[src/rtl/lsu_mem_master.sv]
// lsu_mem_master: load/store unit acting as the requester on a word-wide
// request/acknowledge memory port. Handles lw, lb, sw and sb. lb gets
// sign-extended lane extraction. sb gets a read-modify-write, so the memory
// only ever sees full-word accesses.
// Optional feature macro: LSU_DISPLAY_EN (prints every completed write).
module lsu_mem_master #(
  parameter int MEM_AW = 10
) (
  input  logic              clk,
  input  logic              reset,
  input  logic              req_valid,
  output logic              req_ready,
  input  logic [1:0]        req_op,
  input  logic [31:0]       req_addr,
  input  logic [31:0]       req_wdata,
  input  logic [31:0]       req_pc,
  output logic              resp_valid,
  output logic [31:0]       resp_rdata,
  output logic              resp_err,
  output logic              mem_req,
  output logic              mem_we,
  output logic [MEM_AW-1:0] mem_addr,
  output logic [31:0]       mem_wdata,
  input  logic              mem_ack,
  input  logic [31:0]       mem_rdata
);

  typedef enum logic [1:0] {
    IDLE = 2'd0,
    RD   = 2'd1,
    WR   = 2'd2,
    RESP = 2'd3
  } state_t;

  localparam logic [1:0] OP_LW = 2'b00;
  localparam logic [1:0] OP_LB = 2'b01;
  localparam logic [1:0] OP_SB = 2'b10;
  localparam logic [1:0] OP_SW = 2'b11;

  state_t      state;
  logic [1:0]  op_q;
  logic [31:0] addr_q;
  logic [7:0]  wbyte_q;
  logic [31:0] pc_q;

  logic [7:0]  lane_byte;
  logic [31:0] merged_word;
  logic        misaligned;

  // A word access to a non-word-aligned address is rejected without touching memory.
  assign misaligned = ((req_op == OP_LW) || (req_op == OP_SW)) && (req_addr[1:0] != 2'b00);

  // Select the addressed byte lane of the read word and build the sb merge word.
  always_comb begin
    lane_byte   = mem_rdata[7:0];
    merged_word = mem_rdata;
    case (addr_q[1:0])
      2'd0: begin
        lane_byte         = mem_rdata[7:0];
        merged_word[7:0]  = wbyte_q;
      end
      2'd1: begin
        lane_byte         = mem_rdata[15:8];
        merged_word[15:8] = wbyte_q;
      end
      2'd2: begin
        lane_byte          = mem_rdata[23:16];
        merged_word[23:16] = wbyte_q;
      end
      default: begin
        lane_byte          = mem_rdata[31:24];
        merged_word[31:24] = wbyte_q;
      end
    endcase
  end

  // Main control FSM; every output is a register updated alongside the state.
  always_ff @(posedge clk or negedge reset) begin
    if (!reset) begin
      state      <= IDLE;
      req_ready  <= 1'b1;
      resp_valid <= 1'b0;
      resp_rdata <= 32'h0;
      resp_err   <= 1'b0;
      mem_req    <= 1'b0;
      mem_we     <= 1'b0;
      mem_addr   <= '0;
      mem_wdata  <= 32'h0;
      op_q       <= OP_LW;
      addr_q     <= 32'h0;
      wbyte_q    <= 8'h0;
      pc_q       <= 32'h0;
    end else begin
      case (state)
        IDLE: begin
          if (req_valid && req_ready) begin
            op_q      <= req_op;
            addr_q    <= req_addr;
            wbyte_q   <= req_wdata[7:0];
            pc_q      <= req_pc;
            req_ready <= 1'b0;
            if (misaligned) begin
              state      <= RESP;
              resp_valid <= 1'b1;
              resp_err   <= 1'b1;
              resp_rdata <= 32'h0;
            end else if (req_op == OP_SW) begin
              state     <= WR;
              mem_req   <= 1'b1;
              mem_we    <= 1'b1;
              mem_addr  <= req_addr[MEM_AW+1:2];
              mem_wdata <= req_wdata;
            end else begin
              state    <= RD;
              mem_req  <= 1'b1;
              mem_we   <= 1'b0;
              mem_addr <= req_addr[MEM_AW+1:2];
            end
          end
        end
        RD: begin
          if (mem_ack) begin
            case (op_q)
              OP_LW: begin
                state      <= RESP;
                mem_req    <= 1'b0;
                resp_valid <= 1'b1;
                resp_rdata <= mem_rdata;
              end
              OP_LB: begin
                state      <= RESP;
                mem_req    <= 1'b0;
                resp_valid <= 1'b1;
                resp_rdata <= {{24{lane_byte[7]}}, lane_byte};
              end
              OP_SB: begin
                state     <= WR;
                mem_we    <= 1'b1;
                mem_wdata <= merged_word;
              end
              default: begin
                state      <= RESP;
                mem_req    <= 1'b0;
                resp_valid <= 1'b1;
                resp_rdata <= 32'h0;
              end
            endcase
          end
        end
        WR: begin
          if (mem_ack) begin
            state      <= RESP;
            mem_req    <= 1'b0;
            mem_we     <= 1'b0;
            resp_valid <= 1'b1;
            resp_rdata <= 32'h0;
          end
        end
        default: begin
          state      <= IDLE;
          req_ready  <= 1'b1;
          resp_valid <= 1'b0;
          resp_rdata <= 32'h0;
          resp_err   <= 1'b0;
        end
      endcase
    end
  end

`ifdef LSU_DISPLAY_EN
  // Trace each completed write with its pc and word-aligned byte address.
  always @(posedge clk) begin
    if (reset && (state == WR) && mem_ack)
      $display("@%08h: *%08h <= %08h", pc_q, {addr_q[31:2], 2'b00}, mem_wdata);
  end
`else
  logic unused_bits;
  assign unused_bits = ^{pc_q, addr_q[31:2]};
`endif

endmodule

[config.mk]
export PLATFORM = sky130hd
export DESIGN_NAME = lsu_mem_master
export DESIGN_NICKNAME = d
export VERILOG_FILES = /design/src/rtl/lsu_mem_master.sv
export SDC_FILE = /design/constraint.sdc
export NUM_CORES = 1
export LEC_CHECK = 0
export CAP_MARGIN = 20
export CORE_MARGIN = 1
export CORE_UTILIZATION = 60
export CTS_BUF_LIST = sky130_fd_sc_hd__clkbuf_16
export CTS_CLUSTER_DIAMETER = 50
export CTS_CLUSTER_SIZE = 16
export DETAILED_ROUTE_END_ITERATION = 16
export DONT_BUFFER_PORTS = 1
export GPL_ROUTABILITY_DRIVEN = 0
export GPL_TIMING_DRIVEN = 0
export PLACE_DENSITY = 0.74
export SLEW_MARGIN = 25
export SYNTH_ARGS = -nofsm -noshare
export SYNTH_HDL_FRONTEND = slang
export SYNTH_SLANG_ARGS = --single-unit
[constraint.sdc]
create_clock -name clk -period 3.1 [get_ports clk]
set_input_delay 0.93 -clock clk [delete_from_list [all_inputs] [get_ports clk]]
set_output_delay 0.93 -clock clk [all_outputs]
set_load 0.02 [all_outputs]
# After elaboration in Yosys (flattened, before gate mapping)
# Index checks and enable logic that the tools add are counted.
[classes]
n_eq_ne = 15
mux = 45
bitwise = 2
reduce_logical = 21
[ops]
columns = ["operator", "n"]
rows = [
  ["$mux W32", 9],
  ["$pmux W32 S3", 2],
  ["$pmux W32 S2", 1],
  ["$mux W8", 4],
  ["$pmux W8 S3", 1],
  ["$reduce_and A6 Y1", 3],
  ["$mux W1", 17],
  ["$ne A2 B2 Y1 const B", 8],
  ["$mux W2", 5],
  ["$pmux W1 S3", 3],
  ["$reduce_and A3 Y1", 3],
  ["$eq A2 B2 Y1 const B", 4],
  ["$logic_not A2 Y1", 4],
  ["$eq A2 B1 Y1 const B", 3],
  ["$pmux W2 S3", 1],
  ["$reduce_and A5 Y1", 1],
  ["$pmux W1 S2", 2],
  ["$reduce_and A2 Y1", 2],
  ["$reduce_bool A2 Y1", 2],
  ["$reduce_bool A3 Y1", 1],
  ["$reduce_or A3 Y1", 1],
  ["$logic_and A1 B1 Y1", 2],
  ["$not A1 Y1", 2],
  ["$reduce_or A2 Y1", 1],
  ["$logic_or A1 B1 Y1", 1],
]
[word_totals]
regBits = 93
input_bits = 134
output_inout_bits = 79
word_cells = 95

# Logic depth before layout (Yosys ltp)
# Gate-level depths: netlist of run 1.
[depth]
ltp_word = 6
mapped_depth = 9
depth_no_buf = 6

# Least setup slack after synthesis of run 1
# No wires, ideal clock.
[synth_path]
path_kind = "input to register"
from = "in req_op[0]"
to = "reg resp_rdata[18]"
setup_ps = 66
t_arrival_ps = 2463
required_time_ps = 3034
setup_slack_ps = 570
path_stages = 7
cell_sequence = "ha_1 > o21bai_2 > o41a_1 > and3b_1 > buf_4 > buf_6 > a221o_1"
[synth_via]
elab_chain_cells = 5
[synth_lines]
columns = ["element", "line_no", "rtl"]
rows = [
  ["from (decl)", "13", "input logic [1:0] req_op,"],
  ["$eq A2 B2 Y1 / $logic_not A2 Y1 (equally long branches)", "51", "assign misaligned = ((req_op == OP_LW) || (req_op == OP_SW)) && (req_addr[1:0] != 2'b00);"],
  ["$logic_or A1 B1 Y1 (*)", "51", ""],
  ["$logic_and A1 B1 Y1 (*)", "51", ""],
  ["$ne A2 B2 Y1 (no line) (*)", "--", ""],
  ["$reduce_and A5 Y1 (no line) (*)", "--", ""],
  ["to (signal assigned)", "128", "resp_rdata <= mem_rdata;"],
  ["to (signal assigned)", "134", "resp_rdata <= {{24{lane_byte[7]}}, lane_byte};"],
  ["to (decl)", "18", "output logic [31:0] resp_rdata,"],
]
# Mark *: on every way between the ends. The rest lies on a longest branch, timed or not.
# A chain may end at the register's enable or synchronous reset.

# Final worst setup path of run 1
[layout_path]
from = "in req_op[0]"
to = "reg mem_wdata[30]"
[layout_via]
elab_chain_cells = 5
[layout_lines]
columns = ["element", "line_no", "rtl"]
rows = [
  ["$eq A2 B2 Y1 / $logic_not A2 Y1 (equally long branches)", "51, 107", ""],
  ["$logic_or A1 B1 Y1", "51", ""],
  ["$logic_and A1 B1 Y1", "51", ""],
  ["$ne A2 B2 Y1 (no line)", "--", ""],
  ["$reduce_and A6 Y1 (no line) (*)", "--", ""],
  ["to (signal assigned)", "112", "mem_wdata <= req_wdata;"],
  ["to (signal assigned)", "139", "mem_wdata <= merged_word;"],
  ["to (decl)", "23", "output logic [31:0] mem_wdata,"],
]
# Marks and branches as above.

==> impl_metrics.tcl, run 1 <==
set metrics [dict create \
    drc 0 \
    maxSlewHeadroom 0.563 \
    vias 3233 \
    layout_common_cells "dfrtp_1 (92), mux2_2 (50), a21oi_1 (35)" \
    postSynthAreaPerCell_sq_um 12.4 \
    ir_worst_vdd_mv 0.653 \
    skew_ns 0.00677 \
    power_frac_comb 0.360 \
    antenna_found_initial 0 \
    dp.final_hpwl_mm 8.92 \
    r2r-start "state[1]$_DFFE_PN0P_" \
    synth-edff-count 0 \
    post-route-util 0.686 \
    cts_tree "yes" \
    design.die.area_sq_um 8070 \
    timing.final.crit_period_ns 2.52 \
    ys_seq_elements 93 \
    dp_cells 472 \
    crit_path_max_fanout 10 \
    drive_above_1_share 0.252 \
    hp-class "in -> async" \
    swShare 0.435 \
    hold_viol_final 0 \
    syn_to_final_growth_pct 9.30 \
    antenna_left 0 \
    clockRootBuffer "clkbuf_16" \
    dpl_worst_slack_ns 0.246 \
    synth_cell_types 38 \
    syn_nets 512 \
    clock_latency_ns 0.35 \
    rrSetupSlack_ns 0.59 \
    clock_sink_count 93 \
    syn_area_sq_um 4630 \
    netlist_instances 373 \
    cts_buffers 9 \
    tightestPinTransition_ns 0.656 \
    start_util 0.628 \
    grt_pass1_wl_mm 19.4 \
    io_buffers 0 \
    p_int_mw 3.55 \
    reg2regPathDepth 8 \
    cap_viol_max_count 0 \
    grt_setup_unrepaired "no" \
    synthArstFlopShare 1.00 \
    synthFlopType "dfrtp_1" \
    whs_ns 0.273 \
    post_cts_buffers 0 \
    path_class "in -> reg" \
    fin_crit_sh 0.812 \
    die_h_um 89.8 \
    chipWidth_um 89.8 \
    slowest_delay_ns 0.53 \
    p_per_area_nw_per_um2 1240 \
    worst_slack_ns 0.583 \
    layout_commonest_cell "dfrtp_1" \
    cp.arrival_ns 2.75 \
    rr_endpoint "mem_wdata[30]$_DFFE_PN0P_" \
    crit_chain "ha_1 > o21bai_2 > a32oi_1 > a21oi_1 > buf_2 > mux2_2" \
    htree_levels 3 \
    clkPwrFrac 0.181 \
    seqPwrFrac 0.459 \
    grt_start_max_net_pins 94 \
    first_global_vias 3434 \
    final_cells 488 \
    drt_iter0_markers 230 \
    placed_area_sq_um 4750 \
    n_antenna_cell 0 \
    clock.fmax_mhz 397 \
    wire_per_inst_um 24.7 \
    critical_path.top_delay_family "compound AO/OA/AOI/OAI gates" \
    drt-pass1-iter-count 4 \
    critPathRequiredTime_ns 3.34 \
    setup_viol 0 \
    power_leakage_nw 2.34 \
    core-area_sq_um 7370 \
    grt.total_usage 0.320 \
    crit_buf_inv 1 \
    grt-ovfl-total 0 \
    final_nets 523 \
    crit_cells 6 \
    cts_buffer_depth 2 \
    power.total_mw 6.28 \
    cts.clk_slew.worst_paths_ns 0.07 \
    endpoint_kind "flip-flop" \
    rows 31 \
    synth_warnings 0 \
    tns_ns 0 \
    cts_resized 0 \
    cp-start-kind "input pin" \
    cts_hold_buf 0 \
    wirelength_mm 12.0 \
    crit_path_top_delay_cell "a21oi_1" \
    seq_area_frac_synth 0.503 \
    io_pins 213 \
    status "complete, no violations" \
    power.switching_mw 2.73 \
    drv_slew 0 \
    final_area_sq_um 5060 \
    vias_per_cell 6.63 \
]
[cell type report]
class	instances	area, sq um
Buffer	27	143
Clock buffer	9	225
Clock inverter	7	81.3
Fill cell	556	2310
Inverter	6	22.5
Multi-Input combinational cell	247	2130
Sequential cell	93	2330
Tap cell	99	124
[metal layers]
metal  wire [um]  share of wire  track usage
met4         262          0.022        0.120
met3        1400           0.12        0.118
met2        5770           0.48        0.491
met1        4620           0.38        0.416
met5           0              0            0
[synth_stat cells, types with 4 or more instances]
cell type,instances,area [sq um]
dfrtp_1,92,2300
nor2_1,34,128
a21oi_1,35,175
mux2_1,5,56.3
a221o_1,32,320
mux2_2,50,563
ha_1,5,62.6
clkbuf_1,8,30.0
o21ai_0,4,20.0
nand2_1,8,30.0
mux2i_1,34,340
mux4_2,8,180
buf_2,12,60.1
inv_1,6,22.5
and3b_1,8,70.1
[state kept, by name, indices dropped and copies added (netlist names), 2 cells and up]
signal and count:
addr_q 2, mem_addr 10, mem_wdata 32, op_q 2, resp_rdata 32, state 2
wbyte_q 8
[kinds of logic (layout without fill, tap and decap cells)]
kind of cell	Yosys count	after routing	share of synthesized area
buffers and inverters	33	49	0.0357
muxes	97	97	0.246
AOI/OAI and AO/OA	83	83	0.136
DFF	93	93	0.503
and+or+nand+nor	62	62	0.0657
adders and majority gates	5	5	0.0135
[worst register-to-register path, delay by kind of cell, from the launching register on]
kind | cells | cell delay, ns
AOI/OAI and AO/OA | 2 | 0.63
buffers and inverters | 3 | 0.65
and+or+nand+nor | 1 | 0.18
DFF | 1 | 0.41
muxes | 1 | 0.37
adders and majority gates | 1 | 0.16
[worst max path at each step]
stage	start	to	slack (ns)
2_1_floorplan	req_op[0]	resp_rdata[18]$_DFFE_PN0P_	0.57
3_3_place_gp	req_op[0]	mem_wdata[24]$_DFFE_PN0P_	0.26
3_5_place_dp	req_op[0]	mem_wdata[30]$_DFFE_PN0P_	0.25
4_1_cts	req_op[0]	mem_wdata[30]$_DFFE_PN0P_	0.61
5_1_grt	state[1]$_DFFE_PN0P_	mem_wdata[0]$_DFFE_PN0P_	0.50
6_report	req_op[0]	mem_wdata[30]$_DFFE_PN0P_	0.58
[power groups by stage]
stage          clock [mW]  combinational [mW]  sequential, mW
2_1_floorplan           0                1.83            2.72
3_3_place_gp            0                2.18            2.88
3_5_place_dp            0                2.26            2.89
4_1_cts              1.15                2.27            2.88
5_1_grt              1.19                2.49            2.95
6_report             1.14                2.26            2.88
Power figures use the tool's default switching activity.
==> run 2: changes to the inputs <==
Settings changed: CORE_UTILIZATION 60 to 57, PLACE_DENSITY 0.74 to 0.73.
Clock period 3.1 ns to 2.15 ns, I/O delays scaled along.
==> impl_metrics.tcl, run 2 (synthesis results as in run 1) <==
set metrics [dict create \
    status "complete, no violations" \
    n_antenna_cell 0 \
    syn_to_final_growth_pct 13.9 \
    grt.total_usage 0.324 \
    path_class "reg -> reg" \
    wl_met1_mm 5.16 \
    reg_top3 "mem_wdata x32, resp_rdata x32, mem_addr x10" \
    setup_viol 0 \
    reg2regPathDepth 9 \
    wirelength_mm 13.4 \
    met2_length_mm 6.40 \
    clock.fmax_mhz 478 \
    wl_met3_mm 1.51 \
    cts_buffers 9 \
    antenna_found_initial 0 \
    vias_per_cell 6.80 \
    core-area_sq_um 7810 \
    start_util 0.593 \
    skew_ns 0.00761 \
    grt_pass1_wl_mm 20.4 \
    endpoint_kind "flip-flop" \
    regArea_sq_um 2330 \
    antenna_left 0 \
    dp.final_hpwl_mm 9.24 \
    dp_cells 475 \
    cts.clk_slew.worst_paths_ns 0.07 \
    crit_path_max_fanout 10 \
    final_nets 542 \
    whs_ns 0.136 \
    hold_viol_final 0 \
    vias 3470 \
    design.die.area_sq_um 8480 \
    drv_slew 0 \
    cp.arrival_ns 2.31 \
    drc 0 \
    post-route-util 0.675 \
    chipWidth_um 92.1 \
    grt_start_max_net_pins 60 \
    highest_layer "met4" \
    drt_iter0_markers 207 \
    final_cells 510 \
    fin_crit_sh 0.972 \
    rrSetupSlack_ns 0.06 \
    hp-class "in -> async" \
    ir_worst_vdd_mv 0.789 \
    maxSlewHeadroom 0.523 \
    cap_viol_max_count 0 \
    drive_above_1_share 0.299 \
    cts_buffer_depth 2 \
    cp-start-kind "flip-flop" \
    layout_commonest_cell "dfrtp_1" \
    multi_input_area_sq_um 2150 \
    wire_per_inst_um 26.2 \
    io_pins 213 \
    htree_levels 3 \
    timing.final.crit_period_ns 2.09 \
    drt-pass1-iter-count 4 \
    critPathRequiredTime_ns 2.37 \
    tightestPinTransition_ns 0.714 \
    clockRootBuffer "clkbuf_16" \
    fillers 605 \
    io_buffers 0 \
    p_per_area_nw_per_um2 1770 \
    rows 32 \
    die_h_um 92.1 \
    clock_latency_ns 0.33 \
    cts_tree "yes" \
    layout_common_cells "dfrtp_1 (92), mux2_2 (50), mux2i_1 (34), a21oi_1 (34), nor2_1 (33)" \
    clock_sink_count 93 \
    first_global_vias 3591 \
    grt-ovfl-total 0 \
    tns_ns 0 \
    power_leakage_nw 2.44 \
]
-- run 2: cell count changes in the layout (fill, tap and decap cells not counted), sizes merged --
cell and change:
clkinvlp +4, clkinv +1, bufinv -1, buf +16
dlygate4sd3 +3, inv -4
-- run 2: timing repair --
item / CTS / global route
setup buffers: 10 / 3
pin swaps: 3 / 0
endpoints found under the hold margin: 33 / 42
gates resized for setup: 15 / 17
hold buffers: 3 / 2
endpoints found under the setup margin: 61 / 73
cloned: 1 / 0
-- run 2: cell type report --
class | count | share of cell area
well taps | 102 | 0.0242
clock inverters | 7 | 0.00807
multi-input cells | 247 | 0.408
repair buffers | 19 | 0.0337
plain buffers | 27 | 0.0373
clock buffers | 9 | 0.0427
flip-flops and latches | 93 | 0.442
inverters | 6 | 0.00427
-- run 2: worst max-delay path, cell delays in order (launching register included) --
cell	delay [ns]
dfrtp_1	0.43
inv_2	0.09
ha_1	0.17
buf_6	0.14
and3_1	0.18
a32oi_1	0.13
a21oi_2	0.13
buf_4	0.17
buf_4	0.20
mux2_2	0.35
-- run 2: worst paths after layout --
| check | start | to |
|---|---|---|
| setup / recovery | state[0]$_DFFE_PN0P_ | mem_wdata[25]$_DFFE_PN0P_ |
| hold / removal | reset | mem_req$_DFFE_PN0P_ |
| setup reg to reg | state[0]$_DFFE_PN0P_ | mem_wdata[25]$_DFFE_PN0P_ |
| hold reg to reg | op_q[1]$_DFFE_PN0P_ | op_q[1]$_DFFE_PN0P_ |
| max in group asynchronous | reset | resp_rdata[0]$_DFFE_PN0P_ |
| min in group clk | mem_rdata[10] | resp_rdata[10]$_DFFE_PN0P_ |
-- run 2: routing by layer --
layer / up-vias / GRT usage
li1: 1463 / -
met1: 1753 / 0.420
met2: 228 / 0.507
met3: 26 / 0.114
met4: 0 / 0.112
met5: - / 0
-- run 2: per-stage QoR --
| stage | setup slack (ns) | power (mW) | area (sq um) |
|---|---|---|---|
| floorplan | 0.00172 | 6.56 | 4630 |
| global placement | -0.411 | 7.32 | 4760 |
| detailed placement | -0.429 | 7.46 | 4760 |
| CTS | 0.0301 | 9.19 | 5180 |
| global route | -0.00414 | 9.82 | 5270 |
| finish | 0.0593 | 9.35 | 5270 |
-- run 2: report_power, final --
| group | internal, mW | total, mW | switching (mW) |
|---|---|---|---|
| clock network | 0.774 | 1.45 | 0.678 |
| registers | 2.59 | 4.18 | 1.59 |
| logic | 1.88 | 3.71 | 1.83 |
| total | 5.25 | 9.35 | 4.10 |
==> run 3: changes to the inputs <==
Settings changed: CORE_MARGIN 1 to 2.
==> impl_metrics.tcl, run 3 (synthesis results as in run 1) <==
set metrics [dict create \
    reg2regPathDepth 9 \
    clockRootBuffer "clkbuf_16" \
    vias_per_cell 6.78 \
    wire_per_inst_um 25.6 \
    status "finished with violations" \
    whs_ns -0.0122 \
    crit_chain "inv_1 > ha_1 > buf_4 > and3_1 > a32oi_1 > a21oi_2 > buf_4 > buf_4 > mux2_2" \
    fin_crit_sh 0.974 \
    drt_iter0_markers 211 \
    dpl_worst_slack_ns -0.455 \
    final_nets 533 \
    power.total_mw 9.33 \
    clock.fmax_mhz 477 \
    path_class "reg -> reg" \
    drive_above_1_share 0.286 \
    drc 0 \
    grt_pass1_wl_mm 19.7 \
    antenna_found_initial 0 \
    cts_tree "yes" \
    grt.total_usage 0.302 \
    clock_latency_ns 0.35 \
    io_pins 213 \
    violations "negative hold slack" \
    fillers 575 \
    clock_sink_count 93 \
    ir_worst_vdd_mv 0.720 \
    cp.arrival_ns 2.32 \
    skew_ns 0.00651 \
    final_cells 500 \
    chipWidth_um 94.1 \
    cap_viol_max_count 0 \
    design.die.area_sq_um 8860 \
    grt_start_max_net_pins 94 \
    first_global_vias 3422 \
    cts_buffer_depth 2 \
    die_h_um 94.1 \
    crit_path_top_delay_cell "dfrtp_1" \
    htree_levels 3 \
    endpoint_kind "flip-flop" \
    wirelength_mm 12.8 \
    cts_buffers 9 \
    io_buffers 0 \
    maxSlewHeadroom 0.532 \
    grt_setup_unrepaired "yes" \
    drv_slew 0 \
    post-route-util 0.664 \
    core-area_sq_um 7810 \
    n_antenna_cell 0 \
    cts.clk_slew.worst_paths_ns 0.07 \
    cp-start-kind "flip-flop" \
    critPathRequiredTime_ns 2.38 \
    timing.final.crit_period_ns 2.09 \
    grt-ovfl-total 0 \
    crit_path_frequent_cell "buf_4" \
    tightestPinTransition_ns 0.702 \
    hp-class "in -> async" \
    dp.final_hpwl_mm 9.28 \
    reg_top3 "mem_wdata x32, resp_rdata x32, mem_addr x10" \
    worst_slack_ns 0.0555 \
    dp_cells 475 \
    rows 32 \
    placed_area_sq_um 4760 \
    antenna_left 0 \
    p_per_area_nw_per_um2 1800 \
    setup_viol 0 \
    tns_ns 0 \
    layout_commonest_cell "dfrtp_1" \
    syn_to_final_growth_pct 12.1 \
    start_util 0.593 \
    drt-pass1-iter-count 5 \
    hold_viol_final 14 \
    slowest_delay_ns 0.41 \
    crit_path_max_fanout 10 \
    power_leakage_nw 2.40 \
    final_area_sq_um 5190 \
    layout_common_cells "dfrtp_1 (92), mux2_2 (50), mux2i_1 (34), a21oi_1 (34), nor2_1 (33)" \
    vias 3391 \
]
run 3: changes by cell type in the layout (fill, tap and decap cells not counted):
cell,change
clkinvlp_4,-1
clkdlybuf4s15_2,+1
inv_1,+2
bufinv_16,+1
clkinv_1,-1
inv_2,-2
buf_6,-2
buf_16,-1
buf_4,-1
buf_12,-1
clkinv_2,-1
buf_2,-2
dlygate4sd3_1,-3
clkinv_4,+1
run 3: final timing paths:
| check | start | to | slack (ns) |
|---|---|---|---|
| hold / removal | reset | mem_req$_DFFE_PN0P_ | -0.01 |
| setup reg to reg | state[0]$_DFFE_PN0P_ | mem_wdata[26]$_DFFE_PN0P_ | 0.06 |
| min in group clk | mem_rdata[22] | resp_rdata[22]$_DFFE_PN0P_ | 0.44 |
| setup / recovery | state[0]$_DFFE_PN0P_ | mem_wdata[26]$_DFFE_PN0P_ | 0.06 |
| max in group asynchronous | reset | req_ready$_DFFE_PN1P_ | 1.92 |
| hold reg to reg | state[0]$_DFFE_PN0P_ | state[0]$_DFFE_PN0P_ | 0.56 |
run 3: where the power goes:
group / internal [mW] / total, mW / switching, mW
Sequential: 2.59 / 4.16 / 1.57
Combinational: 1.84 / 3.59 / 1.75
Clock: 0.893 / 1.58 / 0.687
Total: 5.32 / 9.33 / 4.01
run 3: layout make-up:
type | instances | area (sq um) | area share
Sequential cell | 93 | 2330 | 0.449
Multi-Input combinational cell | 247 | 2150 | 0.415
Clock buffer | 9 | 225 | 0.0434
Buffer | 27 | 189 | 0.0364
Tap cell | 102 | 128 | 0.0246
Timing Repair Buffer | 10 | 78.8 | 0.0152
Clock inverter | 6 | 65.1 | 0.0125
Inverter | 6 | 22.5 | 0.00434
run 3: worst max-delay path, delay by kind of cell, from the launching register on:
family,cells,cell delay [ns]
buffers and inverters,4,0.63
AND/OR/NAND/NOR,1,0.19
AO/OA/AOI/OAI,2,0.25
multiplexers,1,0.35
adder cells (fa/ha/maj),1,0.15
flip-flops,1,0.41
run 3: timing repair:
action | in CTS | in global routing
resized for setup | 11 | 19
buffers inserted | 7 | 2
pin swaps | 3 | 0
cloned | 1 | 0
endpoints found under the hold margin | 92 | 92
setup endpoints to repair | 63 | 68
run 3: per-layer routing:
layer	wire length, um	vias to the layer above	global-route usage
met3	1570	40	0.0995
met2	5930	216	0.445
met4	395	0	0.132
met5	0	-	0
met1	4930	1693	0.408
li1	-	1442	-
